`config.mk`:
```
export PLATFORM = sky130hd
export DESIGN_NAME = usb_link_ctl_flat
export DESIGN_NICKNAME = d
export VERILOG_FILES = /design/src/rtl/usb_link_ctl_if.sv /design/src/rtl/usb_link_ctl.sv /design/src/flat_wrapper.sv
export SDC_FILE = /design/constraint.sdc
export NUM_CORES = 1
export LEC_CHECK = 0
export CORE_MARGIN = 8
export CORE_UTILIZATION = 53
export DETAILED_ROUTE_END_ITERATION = 7
export PLACE_DENSITY = 0.87
export SLEW_MARGIN = 0
export SYNTH_ARGS = -nofsm -noshare
export SYNTH_HDL_FRONTEND = slang
export SYNTH_SLANG_ARGS = --single-unit
export TNS_END_PERCENT = 5
```
`constraint.sdc`:
```
create_clock -name clk -period 2.23 [get_ports clk]
set_input_delay 0.3345 -clock clk [delete_from_list [all_inputs] [get_ports clk]]
set_output_delay 0.3345 -clock clk [all_outputs]
set_load 0.01 [all_outputs]
```
`src/rtl/usb_link_ctl_if.sv`:
```
// AXI-Lite write-only CSR link between the link controller and the ULPI controller.
// The read channel carries only its two master-side request signals, held low.
interface axi_lite_iface;
    logic [5:0] awaddr;
    logic       awvalid;
    logic       awready;
    logic [7:0] wdata;
    logic       wvalid;
    logic       wready;
    logic [1:0] bresp;
    logic       bvalid;
    logic       bready;
    logic       arvalid;
    logic       rready;

    modport master (
        output awaddr, awvalid, wdata, wvalid, bready, arvalid, rready,
        input  awready, wready, bresp, bvalid
    );

    modport slave (
        input  awaddr, awvalid, wdata, wvalid, bready, arvalid, rready,
        output awready, wready, bresp, bvalid
    );
endinterface

```
`src/rtl/usb_link_ctl.sv`:
```
// Full-speed device link controller: PHY init/attach/detach via CSR writes and
// bus reset / suspend / resume detection from the reported line state.
module usb_link_ctl #(
    parameter int         RESET_CYCLES   = 150,
    parameter int         SUSPEND_CYCLES = 180000,
    parameter logic [7:0] FC_ATTACHED    = 8'h45,
    parameter logic [7:0] FC_DETACHED    = 8'h49
) (
    input  logic              clk,
    input  logic              rst_n,
    input  logic [1:0]        line_state,
    input  logic [1:0]        vbus_state,
    input  logic              rx_active,
    input  logic              connect_en,
    axi_lite_iface.master     ulpi_csr,
    output logic              attached,
    output logic              bus_reset,
    output logic              bus_reset_start,
    output logic              suspended,
    output logic              resume,
    output logic              csr_busy,
    output logic              csr_err
);

    localparam logic [2:0] S_INIT_OTG  = 3'd0;
    localparam logic [2:0] S_INIT_FC   = 3'd1;
    localparam logic [2:0] S_DETACHED  = 3'd2;
    localparam logic [2:0] S_ATTACH_WR = 3'd3;
    localparam logic [2:0] S_ATTACHED  = 3'd4;
    localparam logic [2:0] S_DETACH_WR = 3'd5;

    localparam int             CW    = $clog2(SUSPEND_CYCLES + 1);
    localparam logic [CW-1:0]  RST_C = CW'(RESET_CYCLES);
    localparam logic [CW-1:0]  SUS_C = CW'(SUSPEND_CYCLES);

    localparam logic [5:0] REG_OTG_CTL = 6'h0A;
    localparam logic [5:0] REG_FC      = 6'h04;

    logic [2:0]    state, state_nxt;
    logic          start_wr;
    logic [5:0]    wr_addr;
    logic [7:0]    wr_data;
    logic          b_done;
    logic          aw_left, w_left;
    logic          vbus_ok;
    logic          mon_on;
    logic [CW-1:0] se0_cnt, j_cnt;

    assign vbus_ok = (vbus_state == 2'b11);
    assign b_done  = ulpi_csr.bvalid & ulpi_csr.bready;
    assign aw_left = ulpi_csr.awvalid & ~ulpi_csr.awready;
    assign w_left  = ulpi_csr.wvalid & ~ulpi_csr.wready;

    assign ulpi_csr.arvalid = 1'b0;
    assign ulpi_csr.rready  = 1'b0;

    // Each write state issues exactly one write; busy gates re-issue until B returns.
    always_comb begin
        start_wr = 1'b0;
        wr_addr  = 6'h00;
        wr_data  = 8'h00;
        case (state)
            S_INIT_OTG: begin
                start_wr = ~csr_busy;
                wr_addr  = REG_OTG_CTL;
                wr_data  = 8'h00;
            end
            S_INIT_FC: begin
                start_wr = ~csr_busy;
                wr_addr  = REG_FC;
                wr_data  = FC_DETACHED;
            end
            S_ATTACH_WR: begin
                start_wr = ~csr_busy;
                wr_addr  = REG_FC;
                wr_data  = FC_ATTACHED;
            end
            S_DETACH_WR: begin
                start_wr = ~csr_busy;
                wr_addr  = REG_FC;
                wr_data  = FC_DETACHED;
            end
            default: ;
        endcase
    end

    always_comb begin
        state_nxt = state;
        case (state)
            S_INIT_OTG:  if (b_done) state_nxt = S_INIT_FC;
            S_INIT_FC:   if (b_done) state_nxt = S_DETACHED;
            S_DETACHED:  if (connect_en && vbus_ok) state_nxt = S_ATTACH_WR;
            S_ATTACH_WR: if (b_done) state_nxt = S_ATTACHED;
            S_ATTACHED:  if (!connect_en || !vbus_ok) state_nxt = S_DETACH_WR;
            S_DETACH_WR: if (b_done) state_nxt = S_DETACHED;
            default:     state_nxt = S_INIT_OTG;
        endcase
    end

    always_ff @(posedge clk) begin
        if (!rst_n) begin
            state            <= S_INIT_OTG;
            csr_busy         <= 1'b0;
            csr_err          <= 1'b0;
            attached         <= 1'b0;
            ulpi_csr.awvalid <= 1'b0;
            ulpi_csr.wvalid  <= 1'b0;
            ulpi_csr.bready  <= 1'b0;
            ulpi_csr.awaddr  <= 6'h00;
            ulpi_csr.wdata   <= 8'h00;
        end else begin
            state <= state_nxt;
            if (start_wr) begin
                csr_busy         <= 1'b1;
                ulpi_csr.awvalid <= 1'b1;
                ulpi_csr.wvalid  <= 1'b1;
                ulpi_csr.awaddr  <= wr_addr;
                ulpi_csr.wdata   <= wr_data;
            end else if (csr_busy) begin
                if (ulpi_csr.awvalid && ulpi_csr.awready) ulpi_csr.awvalid <= 1'b0;
                if (ulpi_csr.wvalid && ulpi_csr.wready)   ulpi_csr.wvalid  <= 1'b0;
                if (!ulpi_csr.bready && !aw_left && !w_left) ulpi_csr.bready <= 1'b1;
                if (b_done) begin
                    ulpi_csr.bready <= 1'b0;
                    csr_busy        <= 1'b0;
                    if (ulpi_csr.bresp != 2'b00) csr_err <= 1'b1;
                end
            end
            if (state == S_ATTACH_WR && b_done)   attached <= 1'b1;
            if (state == S_DETACH_WR && start_wr) attached <= 1'b0;
        end
    end

    // A pending detach wins over any line event in the same cycle.
    assign mon_on = (state == S_ATTACHED) && connect_en && vbus_ok;

    always_ff @(posedge clk) begin
        if (!rst_n || !mon_on) begin
            se0_cnt         <= '0;
            j_cnt           <= '0;
            bus_reset       <= 1'b0;
            bus_reset_start <= 1'b0;
            suspended       <= 1'b0;
            resume          <= 1'b0;
        end else begin
            bus_reset_start <= 1'b0;
            resume          <= 1'b0;

            if (line_state == 2'b00)
                se0_cnt <= (se0_cnt == RST_C) ? se0_cnt : se0_cnt + 1'b1;
            else
                se0_cnt <= '0;

            if (line_state == 2'b01 && !rx_active)
                j_cnt <= (j_cnt == SUS_C) ? j_cnt : j_cnt + 1'b1;
            else
                j_cnt <= '0;

            if (suspended && line_state == 2'b10) begin
                suspended <= 1'b0;
                resume    <= 1'b1;
            end else if (j_cnt == SUS_C && !suspended) begin
                suspended <= 1'b1;
            end

            // Bus reset ends suspend silently, so it overrides the resume path.
            if (se0_cnt == RST_C && !bus_reset) begin
                bus_reset_start <= 1'b1;
                bus_reset       <= 1'b1;
                suspended       <= 1'b0;
                resume          <= 1'b0;
            end else if (bus_reset && line_state != 2'b00) begin
                bus_reset <= 1'b0;
            end
        end
    end

endmodule

```
`src/flat_wrapper.sv`:
```
// flat-port wrapper written by rule: the top's interface ports become plain ports
module usb_link_ctl_flat 
#(
    parameter int         RESET_CYCLES   = 150,
    parameter int         SUSPEND_CYCLES = 180000,
    parameter logic [7:0] FC_ATTACHED    = 8'h45,
    parameter logic [7:0] FC_DETACHED    = 8'h49
)
  (clk, rst_n, line_state, vbus_state, rx_active, connect_en, attached, bus_reset, bus_reset_start, suspended, resume, csr_busy, csr_err, ulpi_csr_awaddr, ulpi_csr_awvalid, ulpi_csr_wdata, ulpi_csr_wvalid, ulpi_csr_bready, ulpi_csr_arvalid, ulpi_csr_rready, ulpi_csr_awready, ulpi_csr_wready, ulpi_csr_bresp, ulpi_csr_bvalid);
  axi_lite_iface ulpi_csr_i ();
  input  logic clk;
  input  logic rst_n;
  input  logic [1:0] line_state;
  input  logic [1:0] vbus_state;
  input  logic rx_active;
  input  logic connect_en;
  output logic attached;
  output logic bus_reset;
  output logic bus_reset_start;
  output logic suspended;
  output logic resume;
  output logic csr_busy;
  output logic csr_err;
  output wire logic [$bits(ulpi_csr_i.awaddr)-1:0] ulpi_csr_awaddr;
  output wire logic [$bits(ulpi_csr_i.awvalid)-1:0] ulpi_csr_awvalid;
  output wire logic [$bits(ulpi_csr_i.wdata)-1:0] ulpi_csr_wdata;
  output wire logic [$bits(ulpi_csr_i.wvalid)-1:0] ulpi_csr_wvalid;
  output wire logic [$bits(ulpi_csr_i.bready)-1:0] ulpi_csr_bready;
  output wire logic [$bits(ulpi_csr_i.arvalid)-1:0] ulpi_csr_arvalid;
  output wire logic [$bits(ulpi_csr_i.rready)-1:0] ulpi_csr_rready;
  input wire logic [$bits(ulpi_csr_i.awready)-1:0] ulpi_csr_awready;
  input wire logic [$bits(ulpi_csr_i.wready)-1:0] ulpi_csr_wready;
  input wire logic [$bits(ulpi_csr_i.bresp)-1:0] ulpi_csr_bresp;
  input wire logic [$bits(ulpi_csr_i.bvalid)-1:0] ulpi_csr_bvalid;
  assign ulpi_csr_awaddr = ulpi_csr_i.awaddr;
  assign ulpi_csr_awvalid = ulpi_csr_i.awvalid;
  assign ulpi_csr_wdata = ulpi_csr_i.wdata;
  assign ulpi_csr_wvalid = ulpi_csr_i.wvalid;
  assign ulpi_csr_bready = ulpi_csr_i.bready;
  assign ulpi_csr_arvalid = ulpi_csr_i.arvalid;
  assign ulpi_csr_rready = ulpi_csr_i.rready;
  assign ulpi_csr_i.awready = ulpi_csr_awready;
  assign ulpi_csr_i.wready = ulpi_csr_wready;
  assign ulpi_csr_i.bresp = ulpi_csr_bresp;
  assign ulpi_csr_i.bvalid = ulpi_csr_bvalid;
  usb_link_ctl #(.RESET_CYCLES(RESET_CYCLES), .SUSPEND_CYCLES(SUSPEND_CYCLES), .FC_ATTACHED(FC_ATTACHED), .FC_DETACHED(FC_DETACHED)) u_core (.clk(clk), .rst_n(rst_n), .line_state(line_state), .vbus_state(vbus_state), .rx_active(rx_active), .connect_en(connect_en), .ulpi_csr(ulpi_csr_i), .attached(attached), .bus_reset(bus_reset), .bus_reset_start(bus_reset_start), .suspended(suspended), .resume(resume), .csr_busy(csr_busy), .csr_err(csr_err));
endmodule
```
==> out/qor.yml, run 1 <==
track_usage: 0.142
htreeDepth: 2
hp-class: "register to register"
cts.sinks: 54
grt-ovfl-total: 0
maxCapViolCount: 0
crit_path_max_incr_delay_ns: 0.47
rsz0062_at_grt: "no"
cts_buffers: 5
insertion_delay_ns: 0.30
drive_above_1_share: 0.0432
max_freq_mhz: 524
max-vdd-ir-drop_mv: 0.410
yosysTopAreaCell: "dfxtp_1"
hold_viol_final: 0
netlist_area_um2: 2530
final_cells: 378
drc_errors: 0
ant_nets: 0
nets: 341
row_count: 25
area_growth_pct: 14.2
crit_type: "register to register"
cts_tree: "done"
grt_pass1_vias: 1967
ys_seq_area_frac: 0.427
async_flop_share: 0
die_w_um: 85.1
period_share: 0.856
port_buffers: 29
worst_path_max_delay_cell: "or3_1"
power_leakage_nw: 0.942
cp-end-kind: "register"
grt_max_degree: 19
yosys-top-cells-area: "dfxtp_1, nor2_1, xnor2_1"
status: "completed"
via_count: 1998
yosysTopAreaCellShare: 0.427
finalSetupViolations: 0
core-area_um2: 4660
synthFlopType: "dfxtp_1"
start_util: 0.543
post_cts_resized: 0
dieArea_um2: 7240
synth.most_common_cell: "dfxtp_1"
via_per_inst: 5.29
cts_hold_buf: 0
syn_inst: 298
hpwlAfterDp_um: 3600
arrival_ns: 2.15
path_max_fanout: 7
ys_ff_latch: 54
antenna_found_initial: 0
dpl.cell_count: 371
required_ns: 2.47
drt_first_pass_iters: 4
clk_pin_slew_ns: 0.09
synth_warnings: 0
ctsRootBufferMaster: "clkbuf_8"
die_h_um: 85.1
grt_pass1_wl_um: 8560
place_congestion: 0.825
detail_route.iter0.violations: 104
cts_buffer_depth: 2
powerDensity_nw_per_um2: 558
avgRoutedWirePerCell_um: 12.9
routed_wl_um: 4870
cp_cell_sequence: "ha_1 > nor4bb_1 > nand2_1 > or3_1 > or3_1 > o21ai_2"
pin_count: 39
post-cts-setup-buffers: 0
fin_worst_skew_ns: 0.00456
setup_tns_ns: 0
synth.distinct_cells: 43
worstSetupStartpointType: "register"
synth_edf_count: 0
syn_avg_cell_area_um2: 8.49
antenna_cells: 0
drv_slew: 0
min_period_ns: 1.91
synth_commonest_cells: "dfxtp_1, nor2_1, xnor2_1"
critPathMostFrequentCell: "or3_1"
-- flip-flops by register name, summed over array words and instances, names as in the netlist, 2 cells and up --
register                flops
u_core.ulpi_csr.awaddr      2
u_core.j_cnt               18
u_core.ulpi_csr.wdata       3
u_core.state                3
u_core.se0_cnt             18
-- critical path, delay by kind of cell (launching register included) --
family / cells / cell delay [ns]
DFF: 1 / 0.40
and+or+nand+nor: 4 / 1.22
adders and majority gates: 1 / 0.17
AOI/OAI and AO/OA: 1 / 0.06
-- worst paths after layout --
check	to	startpoint	slack, ns	cells after the start
worst max-delay path	u_core.bus_reset	u_core.se0_cnt[1]	0.32	6
worst min-delay path	u_core.ulpi_csr.wdata[3]	u_core.ulpi_csr.wdata[3]	0.49	2
worst max register to register	u_core.bus_reset	u_core.se0_cnt[1]	0.32	6
worst min register to register	u_core.ulpi_csr.wdata[3]	u_core.ulpi_csr.wdata[3]	0.49	2
-- metrics by stage --
step           hold slack [ns]  setup WS, ns  total power [W]  utilization  area (µm²)
3_5_place_dp             0.457        0.0844          0.00112        0.603        2810
5_1_grt                  0.521         0.208          0.00169        0.620        2890
4_1_cts                  0.490         0.323          0.00163        0.620        2890
2_1_floorplan            0.463         0.469          0.00108            -        2560
3_3_place_gp             0.449         0.181          0.00112        0.603        2810
6_report                 0.486         0.322          0.00161        0.620        2890
-- cells by family (layout without fill, tap and decap cells) --
| kind of cell | after synthesis | in the layout | share of synthesized area |
|---|---|---|---|
| AO/OA/AOI/OAI | 33 | 33 | 0.0806 |
| XOR/XNOR | 34 | 34 | 0.118 |
| adder cells (fa/ha/maj) | 4 | 4 | 0.0198 |
| buffers and inverters | 34 | 52 | 0.0717 |
| flip-flops | 54 | 54 | 0.427 |
| multiplexers | 1 | 1 | 0.00395 |
| other | 1 | 9 | 0.00148 |
| AND/OR/NAND/NOR | 137 | 137 | 0.278 |
-- layout make-up --
type	count	area (µm²)
clock buffers	5	68.8
clock inverters	2	10.0
fillers	392	1770
inverters	12	45.0
multi-input cells	218	1300
flip-flops and latches	54	1080
well taps	54	67.6
repair buffers	33	320
-- placed cells by master, fill, tap and decap left out, types with 2 or more instances in the layout --
cell             Yosys  routed
conb_1               1       9
nand3_1             13      13
nor4_1               3       3
ha_1                 4       4
clkbuf_8             0       5
dfxtp_1             54      54
nand3b_1             4       4
nor2_1              52      52
a21oi_1              9       9
nand2b_1             4       4
clkdlybuf4s50_1      0      29
xor2_1              13      13
nor2b_1              4       4
o31a_1               2       2
or3_1                6       6
nor3_1               8       8
nand4_1              8       8
and4_1               3       3
and2_1               5       5
and3_1               2       2
nor4bb_1             3       3
buf_4               11       4
inv_1               12      12
nand2_1             16      16
clkinv_2             0       2
o21ai_0             11      11
xnor2_1             21      21
o21a_1               2       2
a21boi_0             2       2
-- routing by layer --
| metal | share of wire | GRT usage |
|---|---|---|
| met1 | 0.46 | 0.162 |
| met3 | 0.061 | 0.0483 |
| met5 | 0 | 0 |
| met4 | 0.013 | 0.0583 |
| met2 | 0.46 | 0.237 |
-- power breakdown --
group          total (W)  switching, W  leakage [nW]  internal [W]
clock network   0.000510      0.000299        0.0438      0.000211
logic           0.000107     0.0000463         0.461     0.0000608
registers       0.000995     0.0000183         0.437      0.000977
No activity file was read; power rests on OpenSTA's default activity.
==> run 2: changes to the inputs <==
Settings changed: GPL_ROUTABILITY_DRIVEN from default to 0, SLEW_MARGIN 0 to default.
==> results of run 2 <==
Final layout, timing and power as in run 1 (identical DEF).
==> run 3: changes to the inputs <==
Settings changed: CORE_MARGIN 8 to default.
==> out/qor.yml, run 3 (same netlist as run 1, synthesis figures left out) <==
status: "finished with violations"  # was completed
violations: "design-rule violations"
via_per_inst: 5.25  # was 5.29
ant_nets: 0  # unchanged
cp-end-kind: "register"  # unchanged
mostFrequentLayoutCells: "dfxtp_1, nor2_1, clkdlybuf4s50_1, xnor2_1, nand2_1"  # unchanged
cts_buffers: 5  # unchanged
arrival_ns: 2.22  # was 2.15 ns
antenna_cells: 0  # unchanged
insertion_delay_ns: 0.31  # was 0.30 ns
die_h_um: 71.1  # was 85.1 µm
drc_errors: 2  # was 0
post-cts-setup-buffers: 0  # unchanged
routed_wl_um: 4530  # was 4870 µm
crit_type: "register to register"  # unchanged
maxCapViolCount: 0  # unchanged
via_count: 1989  # was 1998
cts_hold_buf: 0  # unchanged
dieArea_um2: 5060  # was 7240 µm²
drt_first_pass_iters: 8  # was 4
ctsRootBufferMaster: "clkbuf_8"  # unchanged
grt-ovfl-total: 0  # unchanged
max_freq_mhz: 507  # was 524 MHz
die_w_um: 71.1  # was 85.1 µm
drive_above_1_share: 0.0520  # was 0.0432
grt_pass1_vias: 1778  # was 1967
reg_top3: "u_core.j_cnt (18), u_core.se0_cnt (18)"  # unchanged
powerDensity_nw_per_um2: 600  # was 558 nW/µm²
dpl.cell_count: 371  # unchanged
antenna_found_initial: 0  # unchanged
dp_slack_ns: 0.0859  # was 0.0844 ns
core-area_um2: 4470  # was 4660 µm²
hold_viol_final: 0  # unchanged
setup_slack_ns: 0.258  # was 0.322 ns
area_growth_pct: 16.1  # was 14.2%
avgRoutedWirePerCell_um: 11.9  # was 12.9 µm
detail_route.iter0.violations: 120  # was 104
post_cts_resized: 0  # unchanged
hpwlAfterDp_um: 3290  # was 3600 µm
final_common_cell: "dfxtp_1"  # unchanged
nets: 343  # was 341
track_usage: 0.192  # was 0.142
path_max_fanout: 7  # unchanged
cts_buffer_depth: 2  # unchanged
cts.sinks: 54  # unchanged
row_count: 24  # was 25
pin_count: 39  # unchanged
setup_tns_ns: 0  # unchanged
port_buffers: 29  # unchanged
required_ns: 2.48  # was 2.47 ns
drv_slew: 0  # unchanged
min_period_ns: 1.97  # was 1.91 ns
finalSetupViolations: 0  # unchanged
period_share: 0.884  # was 0.856
power_leakage_nw: 0.964  # was 0.942 nW
final_cells: 379  # was 378
start_util: 0.566  # was 0.543
grt_max_degree: 18  # was 19
htreeDepth: 2  # unchanged
grt_pass1_wl_um: 7740  # was 8560 µm
max-vdd-ir-drop_mv: 0.399  # was 0.410 mV
fin_worst_skew_ns: 0.0117  # was 0.00456 ns
rsz0062_at_grt: "no"  # unchanged
worstSetupStartpointType: "register"  # unchanged
clk_pin_slew_ns: 0.10  # was 0.09 ns
cts_tree: "done"  # unchanged
hp-class: "register to register"  # unchanged
run 3: changes by cell type in the layout (fill, tap and decap cells not counted):
cell	change
inv_6	+1
buf_4	+2
clkinv_2	-1
bufinv_16	+1
run 3: per-layer routing:
layer / up-vias / track usage / wire, µm
met5: - / 0 / 0
met4: 0 / 0.0600 / 59
met3: 7 / 0.0513 / 221
met2: 43 / 0.311 / 2050
met1: 909 / 0.252 / 2190
li1: 1030 / - / -
run 3: final timing paths:
kind	start	depth (start not counted)	endpoint	slack [ns]
worst min-delay path	u_core.ulpi_csr.wdata[3]	2	u_core.ulpi_csr.wdata[3]	0.49
worst max-delay path	u_core.se0_cnt[0]	7	u_core.bus_reset	0.26
worst min register to register	u_core.ulpi_csr.wdata[3]	2	u_core.ulpi_csr.wdata[3]	0.49
worst max register to register	u_core.se0_cnt[0]	7	u_core.bus_reset	0.26
run 3: worst max-delay path: stages, from the launching register on:
cell	delay [ns]
dfxtp_1	0.37
inv_1	0.07
ha_1	0.15
nor4bb_1	0.28
nand2_1	0.14
or3_1	0.49
or3_1	0.36
o21ai_2	0.06
run 3: area by class of cell:
cell class / count / area [µm²]
Clock buffer: 5 / 68.8
Clock inverter: 3 / 43.8
Fill cell: 349 / 1540
Inverter: 12 / 45.0
Multi-Input combinational cell: 218 / 1300
Sequential cell: 54 / 1080
Tap cell: 52 / 65.1
Timing Repair Buffer: 35 / 335
run 3: metrics by stage:
| stage | total power [W] | utilization | hold WS [ns] | area [µm²] |
|---|---|---|---|---|
| 2_1_floorplan | 0.00108 | - | 0.463 | 2560 |
| 3_3_place_gp | 0.00112 | 0.631 | 0.448 | 2830 |
| 3_5_place_dp | 0.00113 | 0.631 | 0.457 | 2830 |
| 4_1_cts | 0.00178 | 0.657 | 0.493 | 2940 |
| 5_1_grt | 0.00184 | 0.657 | 0.514 | 2940 |
| 6_report | 0.00176 | 0.657 | 0.486 | 2940 |
run 3: power by group:
| group | switching (W) | total, W | internal (W) |
|---|---|---|---|
| Sequential | 0.0000141 | 0.000991 | 0.000977 |
| Clock | 0.000321 | 0.000657 | 0.000337 |
| Combinational | 0.0000517 | 0.000115 | 0.0000629 |
| Total | 0.000386 | 0.00176 | 0.00138 |
